==> src/rtl/cache_mem_pkg.sv <==
// rtl/cache_mem_pkg.sv - shared types and line geometry for the cache/memory arbiter
package cache_mem_pkg;
   localparam int LINE_WORDS = 4;
   localparam int WORD_IDX_W = $clog2(LINE_WORDS);

   typedef enum logic [1:0] {
      IDLE,
      BURST,
      DONE
   } arb_state_t;

   typedef enum logic {
      OWNER_IC,
      OWNER_DC
   } owner_t;
endpackage

==> src/rtl/cache_mem_arbiter_if.sv <==
// rtl/cache_mem_arbiter_if.sv - cache-side and memory-side bus of the arbiter
interface cache_mem_arbiter_if #(
   parameter int ADDR_WIDTH = 32,
   parameter int DATA_WIDTH = 32,
   parameter int IDX_W      = 2
);
   logic                  ic_req_i;
   logic [ADDR_WIDTH-1:0] ic_addr_i;
   logic                  ic_rvalid_o;
   logic                  ic_done_o;
   logic                  dc_req_i;
   logic                  dc_we_i;
   logic [ADDR_WIDTH-1:0] dc_addr_i;
   logic [DATA_WIDTH-1:0] dc_wdata_i;
   logic                  dc_rvalid_o;
   logic                  dc_done_o;
   logic [DATA_WIDTH-1:0] rdata_o;
   logic [IDX_W-1:0]      word_idx_o;
   logic                  mem_req_o;
   logic                  mem_we_o;
   logic [ADDR_WIDTH-1:0] mem_addr_o;
   logic [DATA_WIDTH-1:0] mem_wdata_o;
   logic [DATA_WIDTH-1:0] mem_rdata_i;
   logic                  mem_ack_i;
   logic                  stall_o;

   modport slave (
      input  ic_req_i, ic_addr_i, dc_req_i, dc_we_i, dc_addr_i, dc_wdata_i,
             mem_rdata_i, mem_ack_i,
      output ic_rvalid_o, ic_done_o, dc_rvalid_o, dc_done_o, rdata_o, word_idx_o,
             mem_req_o, mem_we_o, mem_addr_o, mem_wdata_o, stall_o
   );

   modport master (
      output ic_req_i, ic_addr_i, dc_req_i, dc_we_i, dc_addr_i, dc_wdata_i,
             mem_rdata_i, mem_ack_i,
      input  ic_rvalid_o, ic_done_o, dc_rvalid_o, dc_done_o, rdata_o, word_idx_o,
             mem_req_o, mem_we_o, mem_addr_o, mem_wdata_o, stall_o
   );
endinterface

==> src/rtl/arb_grant_select.sv <==
// rtl/arb_grant_select.sv - picks the next port owner; ARB_ROUND_ROBIN_EN selects round-robin
// over fixed D-cache priority when both caches request together.
module arb_grant_select
   import cache_mem_pkg::*;
(
   input  logic   icReq,
   input  logic   dcReq,
   input  owner_t lastGrant,
   output owner_t winner
);
   always_comb begin
      winner = OWNER_IC;
      if (icReq && dcReq) begin
`ifdef ARB_ROUND_ROBIN_EN
         winner = (lastGrant == OWNER_IC) ? OWNER_DC : OWNER_IC;
`else
         winner = OWNER_DC;
`endif
      end else if (dcReq) begin
         winner = OWNER_DC;
      end
   end

`ifndef ARB_ROUND_ROBIN_EN
   // Fixed priority has no history; keep the port for a uniform instance.
   logic unusedLastGrant;
   assign unusedLastGrant = (lastGrant == OWNER_DC);
`endif
endmodule

==> src/rtl/cache_mem_arbiter.sv <==
// rtl/cache_mem_arbiter.sv - shares one memory port between I/D-cache line bursts and drives
// the pipeline stall; ARB_ROUND_ROBIN_EN enables round-robin grant on simultaneous requests.
module cache_mem_arbiter #(
   parameter int ADDR_WIDTH = 32,
   parameter int DATA_WIDTH = 32,
   parameter int LINE_WORDS = cache_mem_pkg::LINE_WORDS
) (
   input logic               clk_i,
   input logic               rst_i,
   cache_mem_arbiter_if.slave bus
);
   import cache_mem_pkg::*;

   localparam int IDX_W = $clog2(LINE_WORDS);

   arb_state_t            state, stateNext;
   owner_t                owner, lastGrant, winner;
   logic                  weQ;
   logic [ADDR_WIDTH-1:0] baseQ;
   logic [IDX_W-1:0]      cnt;
   logic                  anyReq;

   logic                  memReq, memWe, icRvalid, dcRvalid, icDone, dcDone;
   logic [ADDR_WIDTH-1:0] memAddr;
   logic [DATA_WIDTH-1:0] memWdata, rdata;
   logic [IDX_W-1:0]      wordIdx;

   assign anyReq = bus.ic_req_i | bus.dc_req_i;

   arb_grant_select uGrant (
      .icReq     (bus.ic_req_i),
      .dcReq     (bus.dc_req_i),
      .lastGrant (lastGrant),
      .winner    (winner)
   );

   always_ff @(posedge clk_i) begin
      if (rst_i) begin
         state <= IDLE;
      end else begin
         state <= stateNext;
      end
   end

   always_ff @(posedge clk_i) begin
      if (rst_i) begin
         owner     <= OWNER_IC;
         lastGrant <= OWNER_IC;
         weQ       <= 1'b0;
         baseQ     <= '0;
         cnt       <= '0;
      end else begin
         case (state)
            IDLE: begin
               if (anyReq) begin
                  owner     <= winner;
                  lastGrant <= winner;
                  // The I-cache is read-only, so its dc_we_i view is masked off.
                  weQ       <= (winner == OWNER_DC) && bus.dc_we_i;
                  baseQ     <= (winner == OWNER_DC) ? bus.dc_addr_i : bus.ic_addr_i;
                  cnt       <= '0;
               end
            end
            BURST: begin
               if (bus.mem_ack_i) begin
                  cnt <= cnt + 1'b1;
               end
            end
            default: ;
         endcase
      end
   end

   always_comb begin
      stateNext = state;
      memReq    = 1'b0;
      memWe     = 1'b0;
      memAddr   = '0;
      memWdata  = '0;
      wordIdx   = '0;
      rdata     = '0;
      icRvalid  = 1'b0;
      dcRvalid  = 1'b0;
      icDone    = 1'b0;
      dcDone    = 1'b0;
      case (state)
         IDLE: begin
            if (anyReq) begin
               stateNext = BURST;
            end
         end
         BURST: begin
            memReq   = 1'b1;
            memWe    = weQ;
            memAddr  = baseQ + (ADDR_WIDTH'(cnt) << 2);
            memWdata = bus.dc_wdata_i;
            wordIdx  = cnt;
            if (bus.mem_ack_i) begin
               if (!weQ) begin
                  rdata    = bus.mem_rdata_i;
                  icRvalid = (owner == OWNER_IC);
                  dcRvalid = (owner == OWNER_DC);
               end
               if (cnt == IDX_W'(LINE_WORDS - 1)) begin
                  stateNext = DONE;
               end
            end
         end
         DONE: begin
            icDone    = (owner == OWNER_IC);
            dcDone    = (owner == OWNER_DC);
            stateNext = IDLE;
         end
         default: stateNext = IDLE;
      endcase
   end

   assign bus.mem_req_o   = memReq;
   assign bus.mem_we_o    = memWe;
   assign bus.mem_addr_o  = memAddr;
   assign bus.mem_wdata_o = memWdata;
   assign bus.word_idx_o  = wordIdx;
   assign bus.rdata_o     = rdata;
   assign bus.ic_rvalid_o = icRvalid;
   assign bus.dc_rvalid_o = dcRvalid;
   assign bus.ic_done_o   = icDone;
   assign bus.dc_done_o   = dcDone;
   assign bus.stall_o     = (state != IDLE) | anyReq;
endmodule

==> src/flat_wrapper.sv <==
// flat-port wrapper written by rule: the top's interface ports become plain ports
module cache_mem_arbiter_flat import cache_mem_pkg::*;
#(
   parameter int ADDR_WIDTH = 32,
   parameter int DATA_WIDTH = 32,
   parameter int LINE_WORDS = cache_mem_pkg::LINE_WORDS
)
  (clk_i, rst_i, bus_ic_req_i, bus_ic_addr_i, bus_dc_req_i, bus_dc_we_i, bus_dc_addr_i, bus_dc_wdata_i, bus_mem_rdata_i, bus_mem_ack_i, bus_ic_rvalid_o, bus_ic_done_o, bus_dc_rvalid_o, bus_dc_done_o, bus_rdata_o, bus_word_idx_o, bus_mem_req_o, bus_mem_we_o, bus_mem_addr_o, bus_mem_wdata_o, bus_stall_o);
  cache_mem_arbiter_if #(.ADDR_WIDTH(ADDR_WIDTH), .DATA_WIDTH(DATA_WIDTH), .IDX_W(WORD_IDX_W)) bus_i ();
  input logic clk_i;
  input logic rst_i;
  input wire logic [$bits(bus_i.ic_req_i)-1:0] bus_ic_req_i;
  input wire logic [$bits(bus_i.ic_addr_i)-1:0] bus_ic_addr_i;
  input wire logic [$bits(bus_i.dc_req_i)-1:0] bus_dc_req_i;
  input wire logic [$bits(bus_i.dc_we_i)-1:0] bus_dc_we_i;
  input wire logic [$bits(bus_i.dc_addr_i)-1:0] bus_dc_addr_i;
  input wire logic [$bits(bus_i.dc_wdata_i)-1:0] bus_dc_wdata_i;
  input wire logic [$bits(bus_i.mem_rdata_i)-1:0] bus_mem_rdata_i;
  input wire logic [$bits(bus_i.mem_ack_i)-1:0] bus_mem_ack_i;
  output wire logic [$bits(bus_i.ic_rvalid_o)-1:0] bus_ic_rvalid_o;
  output wire logic [$bits(bus_i.ic_done_o)-1:0] bus_ic_done_o;
  output wire logic [$bits(bus_i.dc_rvalid_o)-1:0] bus_dc_rvalid_o;
  output wire logic [$bits(bus_i.dc_done_o)-1:0] bus_dc_done_o;
  output wire logic [$bits(bus_i.rdata_o)-1:0] bus_rdata_o;
  output wire logic [$bits(bus_i.word_idx_o)-1:0] bus_word_idx_o;
  output wire logic [$bits(bus_i.mem_req_o)-1:0] bus_mem_req_o;
  output wire logic [$bits(bus_i.mem_we_o)-1:0] bus_mem_we_o;
  output wire logic [$bits(bus_i.mem_addr_o)-1:0] bus_mem_addr_o;
  output wire logic [$bits(bus_i.mem_wdata_o)-1:0] bus_mem_wdata_o;
  output wire logic [$bits(bus_i.stall_o)-1:0] bus_stall_o;
  assign bus_i.ic_req_i = bus_ic_req_i;
  assign bus_i.ic_addr_i = bus_ic_addr_i;
  assign bus_i.dc_req_i = bus_dc_req_i;
  assign bus_i.dc_we_i = bus_dc_we_i;
  assign bus_i.dc_addr_i = bus_dc_addr_i;
  assign bus_i.dc_wdata_i = bus_dc_wdata_i;
  assign bus_i.mem_rdata_i = bus_mem_rdata_i;
  assign bus_i.mem_ack_i = bus_mem_ack_i;
  assign bus_ic_rvalid_o = bus_i.ic_rvalid_o;
  assign bus_ic_done_o = bus_i.ic_done_o;
  assign bus_dc_rvalid_o = bus_i.dc_rvalid_o;
  assign bus_dc_done_o = bus_i.dc_done_o;
  assign bus_rdata_o = bus_i.rdata_o;
  assign bus_word_idx_o = bus_i.word_idx_o;
  assign bus_mem_req_o = bus_i.mem_req_o;
  assign bus_mem_we_o = bus_i.mem_we_o;
  assign bus_mem_addr_o = bus_i.mem_addr_o;
  assign bus_mem_wdata_o = bus_i.mem_wdata_o;
  assign bus_stall_o = bus_i.stall_o;
  cache_mem_arbiter #(.ADDR_WIDTH(ADDR_WIDTH), .DATA_WIDTH(DATA_WIDTH), .LINE_WORDS(LINE_WORDS)) u_core (.clk_i(clk_i), .rst_i(rst_i), .bus(bus_i));
endmodule
==> config.mk <==
export PLATFORM = sky130hd
export DESIGN_NAME = cache_mem_arbiter_flat
export DESIGN_NICKNAME = d
export VERILOG_FILES = /design/src/rtl/cache_mem_pkg.sv /design/src/rtl/cache_mem_arbiter_if.sv /design/src/rtl/arb_grant_select.sv /design/src/rtl/cache_mem_arbiter.sv /design/src/flat_wrapper.sv
export SDC_FILE = /design/constraint.sdc
export NUM_CORES = 1
export LEC_CHECK = 0
export CAP_MARGIN = 0
export CORE_ASPECT_RATIO = 1.4
export CORE_UTILIZATION = 33
export CTS_BUF_LIST = sky130_fd_sc_hd__clkbuf_4 sky130_fd_sc_hd__clkbuf_8 sky130_fd_sc_hd__clkbuf_16
export DETAILED_ROUTE_END_ITERATION = 16
export GPL_TIMING_DRIVEN = 1
export MAX_ROUTING_LAYER = met4
export PLACE_DENSITY = 0.81
export SLEW_MARGIN = 20
export SYNTH_ARGS = -nofsm -noshare
export SYNTH_HDL_FRONTEND = slang
export SYNTH_SLANG_ARGS = --single-unit
==> constraint.sdc <==
create_clock -name clk_i -period 3.6 [get_ports clk_i]
set_clock_uncertainty 0.2 [all_clocks]
set_input_delay 1.08 -clock clk_i [delete_from_list [all_inputs] [get_ports clk_i]]
set_output_delay 1.08 -clock clk_i [all_outputs]
set_load 0.03 [all_outputs]
Word level (Yosys, flattened, before mapping). Index checks and enable logic that the tools add are counted.

Multiplexer cells: 26. Add/sub/neg operators: 2. Equal/unequal tests: 6. Reduce and logical (&&, ||, !) cells: 8. Bitwise gates (word level): 3.

Operators with widths (count): 32-bit two-way mux (6); 32-bit by 4-bit adder with 32-bit output (1); 1-bit two-way mux (12); 2-bit two-way mux (6); 2-bit one-hot mux with 2 select lines (2); 3-bit AND reduction (2); 2-bit == test, second input constant (2); 2-bit by 1-bit inequality test with 1-bit output, second input constant (2); 2-bit nonzero test (2); 2-bit by 1-bit adder with 2-bit output, second input constant (1); 2-bit by 1-bit == test with 1-bit output, second input constant (1); 1-bit logical AND (2); 2-bit zero test (1); 2-bit inequality test, second input constant (1); 1-bit bitwise OR (2); 2-bit AND reduction (1); 1-bit NOT (1).

Word-level logic and storage cells: 50. Register bits after elaboration: 38. Output and inout bits: 105.

Logic depth before layout (Yosys ltp). Gate-level depths: netlist of run 1.

Depth in word-level cells: 4. Mapped depth: 7.

Modules after synthesis. From an unflattened synthesis of run 1, not the netlist that was laid out.

Cell total of the unflattened synthesis: 393. Area, all modules: 3029.2 um^2.

By module, submodules not included: cache_mem_arbiter (cells an instance 392, area an instance 3025.4 um^2, times used 1); arb_grant_select (cells an instance 1, area an instance 3.8 um^2, times used 1).

Worst setup path before layout of run 1. No wires, ideal clock.

Kind: reg-to-output. Start point: register u_core.cnt[0]. End point: output port bus_mem_addr_o[28]. Setup slack: -0.198 ns. Arrival time: 2.518 ns. Path buffers: 0. Cell stages (with the launch flop): 7. Required time: 2.320 ns. Cell sequence: dfxtp_1 -> ha_1 -> fa_1 -> nand4_2 -> or4_4 -> or4_1 -> a21oi_1.

Word-level cells in the longest chain between the ends: 2.

RTL lines: from (decl) (RTL line cache_mem_arbiter.sv:20) `logic [IDX_W-1:0] cnt;`; from (signal assigned) (RTL line cache_mem_arbiter.sv:66) `cnt <= cnt + 1'b1;`; 32-bit by 4-bit adder with 32-bit output (RTL line cache_mem_arbiter.sv:95) `memAddr = baseQ + (ADDR_WIDTH'(cnt) << 2);`; 32-bit two-way mux (RTL line cache_mem_arbiter.sv:86) `case (state)`; to (decl) (RTL line flat_wrapper.sv:28) `output wire logic [$bits(bus_i.mem_addr_o)-1:0] bus_mem_addr_o;`.

Every way passes these cells.

Final worst setup path of run 1.
Start point: register u_core.baseQ[2]. End point: output port bus_mem_addr_o[28].

Word-level cells in the longest chain between the ends: 2.

RTL lines: from (decl) (RTL line cache_mem_arbiter.sv:19) `logic [ADDR_WIDTH-1:0] baseQ;`; from (signal assigned) (RTL line cache_mem_arbiter.sv:60) `baseQ <= (winner == OWNER_DC) ? bus.dc_addr_i : bus.ic_addr_i;`; 32-bit by 4-bit adder with 32-bit output (RTL line cache_mem_arbiter.sv:95); 32-bit two-way mux (RTL line cache_mem_arbiter.sv:86).

Every way passes these cells.

==> impl_metrics.csv, run 1 <==
group,metric,value,unit
clock_tree,clkTransAtPathRegs,50,ps
floorplan,core_area,8610,µm²
routing,wl,12.2,mm
power_and_ir_drop,p_per_area,270,nW/µm²
power_and_ir_drop,switching_share,33.9,%
power_and_ir_drop,power_frac_comb,40.7,%
grt,grt.overflow.total,0,
setup_path,crit_path_end_kind,"output port",
power_and_ir_drop,intPower,0.00106,W
routing,num_vias,3772,
finish,fillers,715,
finish,regArea,776,µm²
timing,relSlewSlack,62.1,%
yosys,synthMuxAreaShare,12.2,%
timing,holdWs,298,ps
yosys,yosysTopAreaCell,"dfxtp_1",
finish,drive_gt1_share,26.1,%
setup_path,cp_slowest_cell,"or4_4",
power_and_ir_drop,p_total,0.00160,W
power_and_ir_drop,p_sw,0.000544,W
power_and_ir_drop,ir_drop,183,µV
setup_path,crit_path_start_kind,"flip-flop",
floorplan,ios,239,
yosys,yosysSeqAreaShare,25.8,%
setup_path,critical_path_class,"flip-flop to output port",
grt,first_global_vias,3534,
yosys,synth_nets,526,
yosys,syn_inst,388,
clock_tree,clk_path_buf_depth,2,
floorplan,die_w,81.9,µm
routing,drt_iter0_markers,159,
yosys,ys.flop_type,"dfxtp_1",
setup_path,crit_fanout,5,
routing,vias_per_cell,5.14,
timing,period_share,104,%
floorplan,start_util,34.3,%
timing,setup_viol,7,
finish,area_delta_synth_final,101,%
finish,multi_input_area,2320,µm²
yosys,synth-edff-count,0,
power_and_ir_drop,p_leak,2.49,nW
clock_tree,htree_levels,2,
yosys,syn-cell-area,2950,µm²
timing,final-hold-violation-count,0,
status,outcome,"complete, but fails checks",
timing,worst_slack,-161,ps
routing,drt_drc_violations_left,0,
timing,rsz0062_at_grt,"true",
setup_path,cp.required,2320,ps
timing,min_period,3760,ps
yosys,synth_top_family_by_area,"simple AND/OR/NAND/NOR gates",
clock_tree,cts_sinks,38,
place,port-buffer-count,238,
place,place.gp.congestion,0.882,
floorplan,die_area,9320,µm²
yosys,synth_compound_area_share,15.1,%
setup_path,max_stage_delay,570,ps
setup_path,worst_path_most_repeated_cell,"or4_4",
clock_tree,cts_inserted_buffers,5,
grt,grt_pass1_wl,17.7,mm
timing,worst_pin_slew,569,ps
finish,nets,767,
yosys,netlist_top_cells_area,"dfxtp_1 (26%), and2_1 (15%), mux2i_1 (12%)",
finish,diodes,0,
run,cap_violations,0,
power_and_ir_drop,p_seq_share,32.6,%
routing,wl_per_cell,16.6,µm
status,violations,"negative setup slack",
yosys,synth-simple-area-share,37.2,%
yosys,yosysTopAreaCellShare,25.8,%
clock_tree,cts_root_buffer,"clkbuf_16",
floorplan,rows,40,
yosys,postSynth.asyncResetShare,0,%
place,dp_hpwl,8.79,mm
yosys,ys_warn_count,0,
grt,grtUsageTotal,25.3,%
clock_tree,holdBufCountCts,0,
power_and_ir_drop,clkPwrFrac,26.7,%
grt,grt_max_degree,65,
floorplan,die_y,114,µm
setup_path,reg2reg_slack,1620,ps
setup_path,path_cells,"ha_4 > fa_2 > nand4_4 > or4_4 > or4_4 > a21oi_4 > buf_6",
routing,dr.pass1.iters,4,
timing,max_freq,266,MHz
yosys,synthAdderAreaFrac,1.95,%
yosys,synth-xor-area-share,2.97,%
clock_tree,cts_tree,"built",
clock_tree,worstSkewPairLatency,280,ps
yosys,yosys_register_bits,38,
timing,maxSlewViolCount,0,
routing,ant_nets,0,
grt,antenna_found_initial,0,
hold_path,hold_class,"flip-flop to flip-flop",
yosys,post_synth.cell_area_avg,7.60,µm²
setup_path,crit_arrival,2480,ps
yosys,ys_types,40,
==> layer usage <==
| metal | track usage (%) | up-vias | part of all wire [%] | wire, µm |
|---|---|---|---|---|
| li1 | - | 1864 | - | - |
| met1 | 31.6 | 1742 | 41 | 4940 |
| met2 | 40.3 | 137 | 51 | 6210 |
| met3 | 4.64 | 29 | 6.0 | 732 |
| met4 | 8.65 | 0 | 2.5 | 301 |
| met5 | - | - | 0 | 0 |
==> final timing paths <==
path / end / start / cells past startpoint
max: bus_mem_addr_o[28] / u_core.baseQ[2] / 7
min: u_core.baseQ[1] / u_core.baseQ[1] / 2
max reg2reg: u_core.cnt[0] / u_core.state[0] / 6
min reg2reg: u_core.baseQ[1] / u_core.baseQ[1] / 2
==> cell families (layout without fill, tap and decap cells) <==
logic type,Yosys count,count (layout)
flops,38,38
buf+inv,35,275
simple gates,197,198
fa+ha+maj,4,4
xor+xnor,10,10
mux,36,36
compound gates,68,68
==> worst max-delay path, delay by kind of cell (launching register included) <==
kind	cells	cell delay [ps]
fa+ha+maj	2	370
compound gates	1	140
simple gates	3	1170
flops	1	370
buf+inv	1	140
==> cell usage in the layout (no fill, tap or decap), types with 3 or more instances in the layout <==
master             n
a211oi_1          32
a21oi_4            6
and2_1            71
buf_6             11
clkdlybuf4s50_1  146
nand2b_1           6
a21oi_1            8
xnor2_1            4
nand3_1           13
dfxtp_2            3
dfxtp_4            3
dlymetal6s2s_1     6
xor2_1             6
a21oi_2            4
and4_1             3
o21ai_0            7
or4_4              7
mux2i_1           36
nor3_1             5
clkbuf_4           3
clkbuf_16          8
clkbuf_2           3
buf_4             83
buf_12             7
nor4_2             3
or3_4              5
nand4_1            4
inv_1              4
nand2_1           16
nor2_1            46
o31ai_1            4
dfxtp_1           32
==> registers in the layout, summed over array words and instances, names as in the netlist <==
| signal | cells |
|---|---|
| u_core.baseQ | 32 |
| u_core.cnt | 2 |
| u_core.state | 2 |
| u_core.owner | 1 |
| u_core.weQ | 1 |
==> timing repair <==
action                     4_1_cts  5_1_grt
buffers inserted                 3        5
pin swaps                       16       16
gates resized for setup         29       46
gates cloned                     1        3
setup endpoints to repair       25       51
==> per-stage QoR <==
step                      instances  worst slack (ps)  TNS, ps  utilization (%)  cell area, µm²
after floorplan                 388             -15.2    -15.2                -            3010
after global placement          716             -17.9    -31.4             62.7            5390
after detailed placement        716             -31.2     -100             62.7            5390
after CTS                       727              -236    -1450             65.7            5650
after global routing            734              -222    -1620             68.9            5930
final                           734              -161     -968             68.9            5930
==> power groups by stage <==
stage	combinational, W	sequential (W)	clock [W]
after global placement	0.000615	0.000518	0
after global routing	0.000695	0.000530	0.000452
after detailed placement	0.000622	0.000521	0
final	0.000653	0.000522	0.000428
after floorplan	0.000325	0.000506	0
after CTS	0.000630	0.000515	0.000434
==> Yosys cell counts, types with 8 or more instances <==
| cell type | instances |
|---|---|
| o21ai_0 | 8 |
| and2_1 | 72 |
| nor2_1 | 47 |
| nand3_1 | 13 |
| a21oi_1 | 18 |
| clkbuf_1 | 26 |
| mux2i_1 | 36 |
| nand2_1 | 17 |
| dfxtp_1 | 38 |
| a211oi_1 | 32 |
==> final cells by class <==
type / count / area share [%]
multi-input combinational: 316 / 39.1
clock buffer: 7 / 2.36
timing repair buffer: 263 / 42.9
inverter: 5 / 0.338
sequential: 38 / 13.1
tap: 105 / 2.22
No activity file was read; power rests on OpenSTA's default activity.
==> run 2, diff against run 1 <==
Settings changed: CORE_ASPECT_RATIO 1.4 to 1.1.
Clock period 3.6 ns to 4.2 ns, I/O delays scaled along.
==> run 2 against run 1 <==
The run now ends clean. Core utilization is 3.5 points lower. Non-clock buffer count is 13 lower. Setup slack better by 250 ps. Hold slack better by 16 ps. Sequential power is 16% lower. Cell count is 0.82% lower. Register-to-register slack better by 530 ps. Die area hardly changed. Sequential share of layout area is 0.64 points higher. Routed wire length is 5.7% lower. Global-route usage is 0.77 points lower.
==> impl_metrics.csv, run 2 (same netlist as run 1, synthesis figures left out) <==
group,metric,value,unit
clock_tree,cts_tree,"built",
routing,dr.pass1.iters,4,
timing,worst_pin_slew,716,ps
power_and_ir_drop,switching_share,33.7,%
routing,wl,11.5,mm
place,place.detailed.instances,717,
setup_path,crit_fanout,8,
finish,largest_reg_flops,32,
power_and_ir_drop,p_seq_share,34.0,%
setup_path,crit_path_end_kind,"output port",
power_and_ir_drop,p_sw,0.000433,W
routing,num_vias,3605,
run,cap_violations,0,
timing,setup_viol,0,
clock_tree,cts_inserted_buffers,5,
hold_path,hold_path_depth,2,
clock_tree,worstSkewPairLatency,290,ps
routing,ant_nets,0,
finish,stdcell_count,728,
timing,min_period,4110,ps
floorplan,rows,35,
setup_path,critical_path_class,"flip-flop to output port",
power_and_ir_drop,intPower,0.000855,W
timing,max_freq,243,MHz
grt,grt_max_degree,65,
power_and_ir_drop,clkPwrFrac,24.6,%
finish,drive_gt1_share,13.8,%
place,dp_hpwl,8.79,mm
setup_path,r2r_cells,5,
grt,grt.overflow.total,0,
place,place.gp.congestion,0.823,
place,port-buffer-count,238,
status,outcome,"complete, no violations",
timing,fin_setup_tns,0,ps
grt,grtUsageTotal,24.5,%
grt,antenna_found_initial,0,
setup_path,cp.required,2740,ps
power_and_ir_drop,ir_drop,148,µV
timing,rsz0062_at_grt,"false",
finish,nets,754,
floorplan,die_area,9320,µm²
clock_tree,htree_levels,2,
timing,relSlewSlack,52.2,%
setup_path,crit_arrival,2650,ps
finish,regMostFlops,"u_core.baseQ",
finish,reg_top3,"u_core.baseQ: 32 flops, u_core.cnt: 2 flops, u_core.state: 2 flops",
power_and_ir_drop,p_per_area,231,nW/µm²
finish,area_delta_synth_final,89.2,%
timing,maxSlewViolCount,0,
clock_tree,clk_path_buf_depth,2,
finish,utilization,65.3,%
clock_tree,cts_sinks,38,
floorplan,core_area,8540,µm²
timing,period_share,97.9,%
floorplan,die_y,101,µm
floorplan,start_util,34.5,%
power_and_ir_drop,p_total,0.00129,W
finish,mostFrequentLayoutCells,"clkdlybuf4s50_1 (185), and2_1 (72), buf_4 (49)",
clock_tree,cts_root_buffer,"clkbuf_8",
floorplan,ios,239,
routing,drt_drc_violations_left,0,
hold_path,hold_class,"flip-flop to flip-flop",
timing,final-hold-violation-count,0,
grt,first_global_vias,3469,
grt,grt_pass1_wl,17.6,mm
routing,vias_per_cell,4.95,
setup_path,crit_path_start_kind,"flip-flop",
routing,wl_per_cell,15.8,µm
power_and_ir_drop,p_leak,2.26,nW
routing,drt_iter0_markers,132,
timing,worst_slack,90.1,ps
power_and_ir_drop,power_frac_comb,41.3,%
clock_tree,clkTransAtPathRegs,70,ps
finish,layout_commonest_cell,"clkdlybuf4s50_1",
place,dpl_worst_slack,11.5,ps
finish,diodes,0,
floorplan,die_w,92.1,µm
==> run 2: changes by cell type in the layout (fill, tap and decap cells not counted), moves of 4 or more <==
cell,change
buf_12,-4
dlygate4sd2_1,+5
buf_6,-9
dfxtp_1,+4
or3_1,+4
clkbuf_16,-8
a21oi_4,-5
a21oi_1,+7
clkbuf_8,+5
clkdlybuf4s50_1,+39
or3_4,-4
buf_4,-34
==> run 2: path summary, 6_finish.rpt <==
check             slack [ps]            start            endpoint
setup / recovery          90    u_core.cnt[0]  bus_mem_addr_o[28]
hold / removal           310  u_core.baseQ[0]     u_core.baseQ[0]
setup reg to reg        2150  u_core.state[0]       u_core.cnt[0]
hold reg to reg          310  u_core.baseQ[0]     u_core.baseQ[0]
==> run 2: power by group through the flow <==
stage          logic, W  clock network (W)  registers, W
2_1_floorplan  0.000271                  0      0.000433
3_3_place_gp   0.000520                  0      0.000441
3_5_place_dp   0.000527                  0      0.000444
4_1_cts        0.000529           0.000326      0.000437
5_1_grt        0.000570           0.000342      0.000443
6_report       0.000532           0.000317      0.000438
==> run 2: routing by layer <==
metal / up-vias / GRT usage, % / share of wire, %
li1: 1823 / - / -
met5: - / - / 0
met4: 0 / 5.29 / 1.3
met1: 1659 / 31.8 / 44
met2: 110 / 40.5 / 50
met3: 13 / 3.83 / 4.7
==> run 2: per-stage QoR <==
| stage | hold WS [ps] | cell area, µm² |
|---|---|---|
| finish | 313 | 5580 |
| CTS | 316 | 5520 |
| floorplan | 274 | 2950 |
| global placement | 289 | 5360 |
| detailed placement | 306 | 5360 |
| global route | 352 | 5580 |
==> run 2: final cells by class <==
type,count,area (µm²)
clock buffer,7,83.8
clock inverter,1,30.0
fill,737,2960
inverter,5,18.8
multi-input combinational,316,2140
sequential,38,766
tap,111,139
timing repair buffer,250,2410
==> run 2: worst max-delay path, stage by stage, from the launching register on <==
cell	delay, ps
dfxtp_4	360
ha_4	150
fa_2	230
nand4_4	150
or4_4	620
or4_4	540
a21oi_2	140
buf_4	170
==> run 2: what timing repair did <==
item                                    4_1_cts  5_1_grt
setup buffers                                 1        1
hold buffers                                  0        0
endpoints found under the setup margin       17        7
gates resized for setup                      16       14
pin swaps                                     2        3
cloned                                        1        0
==> run 3, diff against run 2 <==
Settings changed: ABC_CLOCK_PERIOD_IN_PS set to 4200, TNS_END_PERCENT set to 30.
==> run 3 against run 2 <==
Non-clock buffer count decreased by 1. Via count decreased by 0.44%. Critical path type unchanged. Sequential share of layout area is 0.086 points higher. Global-route usage about the same. Largest cell class unchanged. Register-to-register slack hardly changed.
==> impl_metrics.csv, run 3 (same netlist as run 1, synthesis figures left out) <==
group,metric,value,unit
status,outcome,"complete, no violations",
clock_tree,cts_tree,"built",
finish,mostFrequentLayoutCells,"clkdlybuf4s50_1 (185), and2_1 (72), buf_4 (50)",
setup_path,path_cells,"ha_4 > fa_2 > nand4_4 > or4_4 > or4_1 > a21oi_2 > buf_4",
setup_path,cp_slowest_cell,"or4_4",
place,place.gp.congestion,0.823,
hold_path,hold_class,"flip-flop to flip-flop",
clock_tree,cts_inserted_buffers,5,
finish,largest_reg_flops,32,
finish,layout_commonest_cell,"clkdlybuf4s50_1",
floorplan,die_w,92.1,µm
power_and_ir_drop,p_leak,2.26,nW
finish,reg_top3,"u_core.baseQ: 32 flops, u_core.cnt: 2 flops, u_core.state: 2 flops",
floorplan,die_y,101,µm
timing,max_freq,239,MHz
timing,maxSlewViolCount,0,
finish,design_area,5540,µm²
floorplan,start_util,34.5,%
power_and_ir_drop,p_per_area,232,nW/µm²
clock_tree,worstSkewPairLatency,290,ps
routing,vias_per_cell,4.94,
grt,grt.busiest_layer,"met2",
grt,grt_pass1_wl,17.7,mm
timing,worst_slack,21.0,ps
timing,final-hold-violation-count,0,
power_and_ir_drop,switching_share,33.6,%
power_and_ir_drop,p_sw,0.000432,W
grt,grt.met2_usage,40.9,%
floorplan,ios,239,
grt,grt.overflow.total,0,
routing,wl_per_cell,15.8,µm
place,post_dp_cell_area,5360,µm²
floorplan,rows,35,
place,dpl_worst_slack,11.5,ps
clock_tree,clk_path_buf_depth,2,
clock_tree,htree_levels,2,
run,cap_violations,0,
timing,worst_pin_slew,719,ps
routing,drt_iter0_markers,121,
setup_path,worstPathBufferInverterCount,1,
routing,num_vias,3589,
place,port-buffer-count,238,
clock_tree,cts_sinks,38,
timing,setup_viol,0,
setup_path,max_stage_delay,580,ps
place,dp_hpwl,8.79,mm
routing,ant_nets,0,
routing,drt_drc_violations_left,0,
setup_path,cp.required,2740,ps
grt,use_met1,31.6,%
timing,rsz0062_at_grt,"true",
power_and_ir_drop,ir_drop,148,µV
timing,relSlewSlack,52.0,%
clock_tree,cts_root_buffer,"clkbuf_8",
power_and_ir_drop,power_frac_comb,41.1,%
setup_path,crit_arrival,2720,ps
grt,first_global_vias,3492,
timing,period_share,99.5,%
setup_path,crit_path_start_kind,"flip-flop",
finish,nets,753,
grt,use_met3,3.83,%
grt,grtUsageTotal,24.6,%
setup_path,critical_path_class,"flip-flop to output port",
floorplan,core_area,8540,µm²
routing,dr.pass1.iters,4,
timing,min_period,4180,ps
power_and_ir_drop,clkPwrFrac,24.7,%
power_and_ir_drop,intPower,0.000852,W
setup_path,crit_path_end_kind,"output port",
grt,antenna_found_initial,0,
finish,diodes,0,
finish,area_delta_synth_final,87.7,%
setup_path,crit_fanout,8,
finish,utilization,64.8,%
finish,drive_gt1_share,12.5,%
grt,grt_max_degree,65,
setup_path,crit_family,"simple AND/OR/NAND/NOR gates",
clock_tree,clkTransAtPathRegs,70,ps
finish,regMostFlops,"u_core.baseQ",
routing,wl,11.5,mm
floorplan,die_area,9320,µm²
timing,fin_setup_tns,0,ps
power_and_ir_drop,p_seq_share,34.1,%
run 3: cell types whose count changed in the layout (fill, tap and decap cells not counted), sizes merged:
cell / delta
dlygate4sd2: -1
buf: -1
dlymetal6s2s: +1
run 3: per-stage QoR:
stage | total power, W | cells | hold WS, ps
after floorplan | 0.000704 | 388 | 274
after global placement | 0.000961 | 717 | 289
after detailed placement | 0.000971 | 717 | 306
after CTS | 0.00129 | 727 | 316
after global routing | 0.00135 | 727 | 352
final | 0.00128 | 727 | 313
run 3: power groups by stage:
stage                     Clock [W]  Sequential, W  Combinational [W]
final                      0.000318       0.000438           0.000528
after global routing       0.000342       0.000443           0.000567
after CTS                  0.000326       0.000437           0.000530
after detailed placement          0       0.000444           0.000527
after global placement            0       0.000441           0.000520
after floorplan                   0       0.000433           0.000271
run 3: layer usage:
metal | up-vias | routed length [µm]
met5 | - | 0
met4 | 0 | 121
met3 | 11 | 570
met2 | 113 | 5800
met1 | 1642 | 4960
li1 | 1823 | -
run 3: worst paths after layout:
check	from	to	slack, ps	cells past startpoint
worst min register to register	u_core.baseQ[0]	u_core.baseQ[0]	310	2
worst max-delay path	u_core.cnt[0]	bus_mem_addr_o[26]	20	7
worst min-delay path	u_core.baseQ[0]	u_core.baseQ[0]	310	2
worst max register to register	u_core.state[0]	u_core.cnt[0]	2140	5
run 3: timing repair:
action                                  in CTS  in global routing
hold buffers                                 0                  0
pin swaps                                    2                  1
resized for setup                           15                  5
hold endpoints to repair                     0                  0
gates cloned                                 1                  0
endpoints found under the setup margin      17                  8
buffers inserted                             1                  0
run 3: cell type report:
class	instances	area, µm²
fillers	741	3000
repair buffers	249	2390
multi-input cells	316	2100
flip-flops and latches	38	764
well taps	111	139
clock buffers	7	83.8
clock inverters	1	30.0
inverters	5	18.8
run 3: tightest hold or removal path: stages, from the launching register on:
cell and delay, ps:
dfxtp_1 320, nor2_1 100, a211oi_1 50
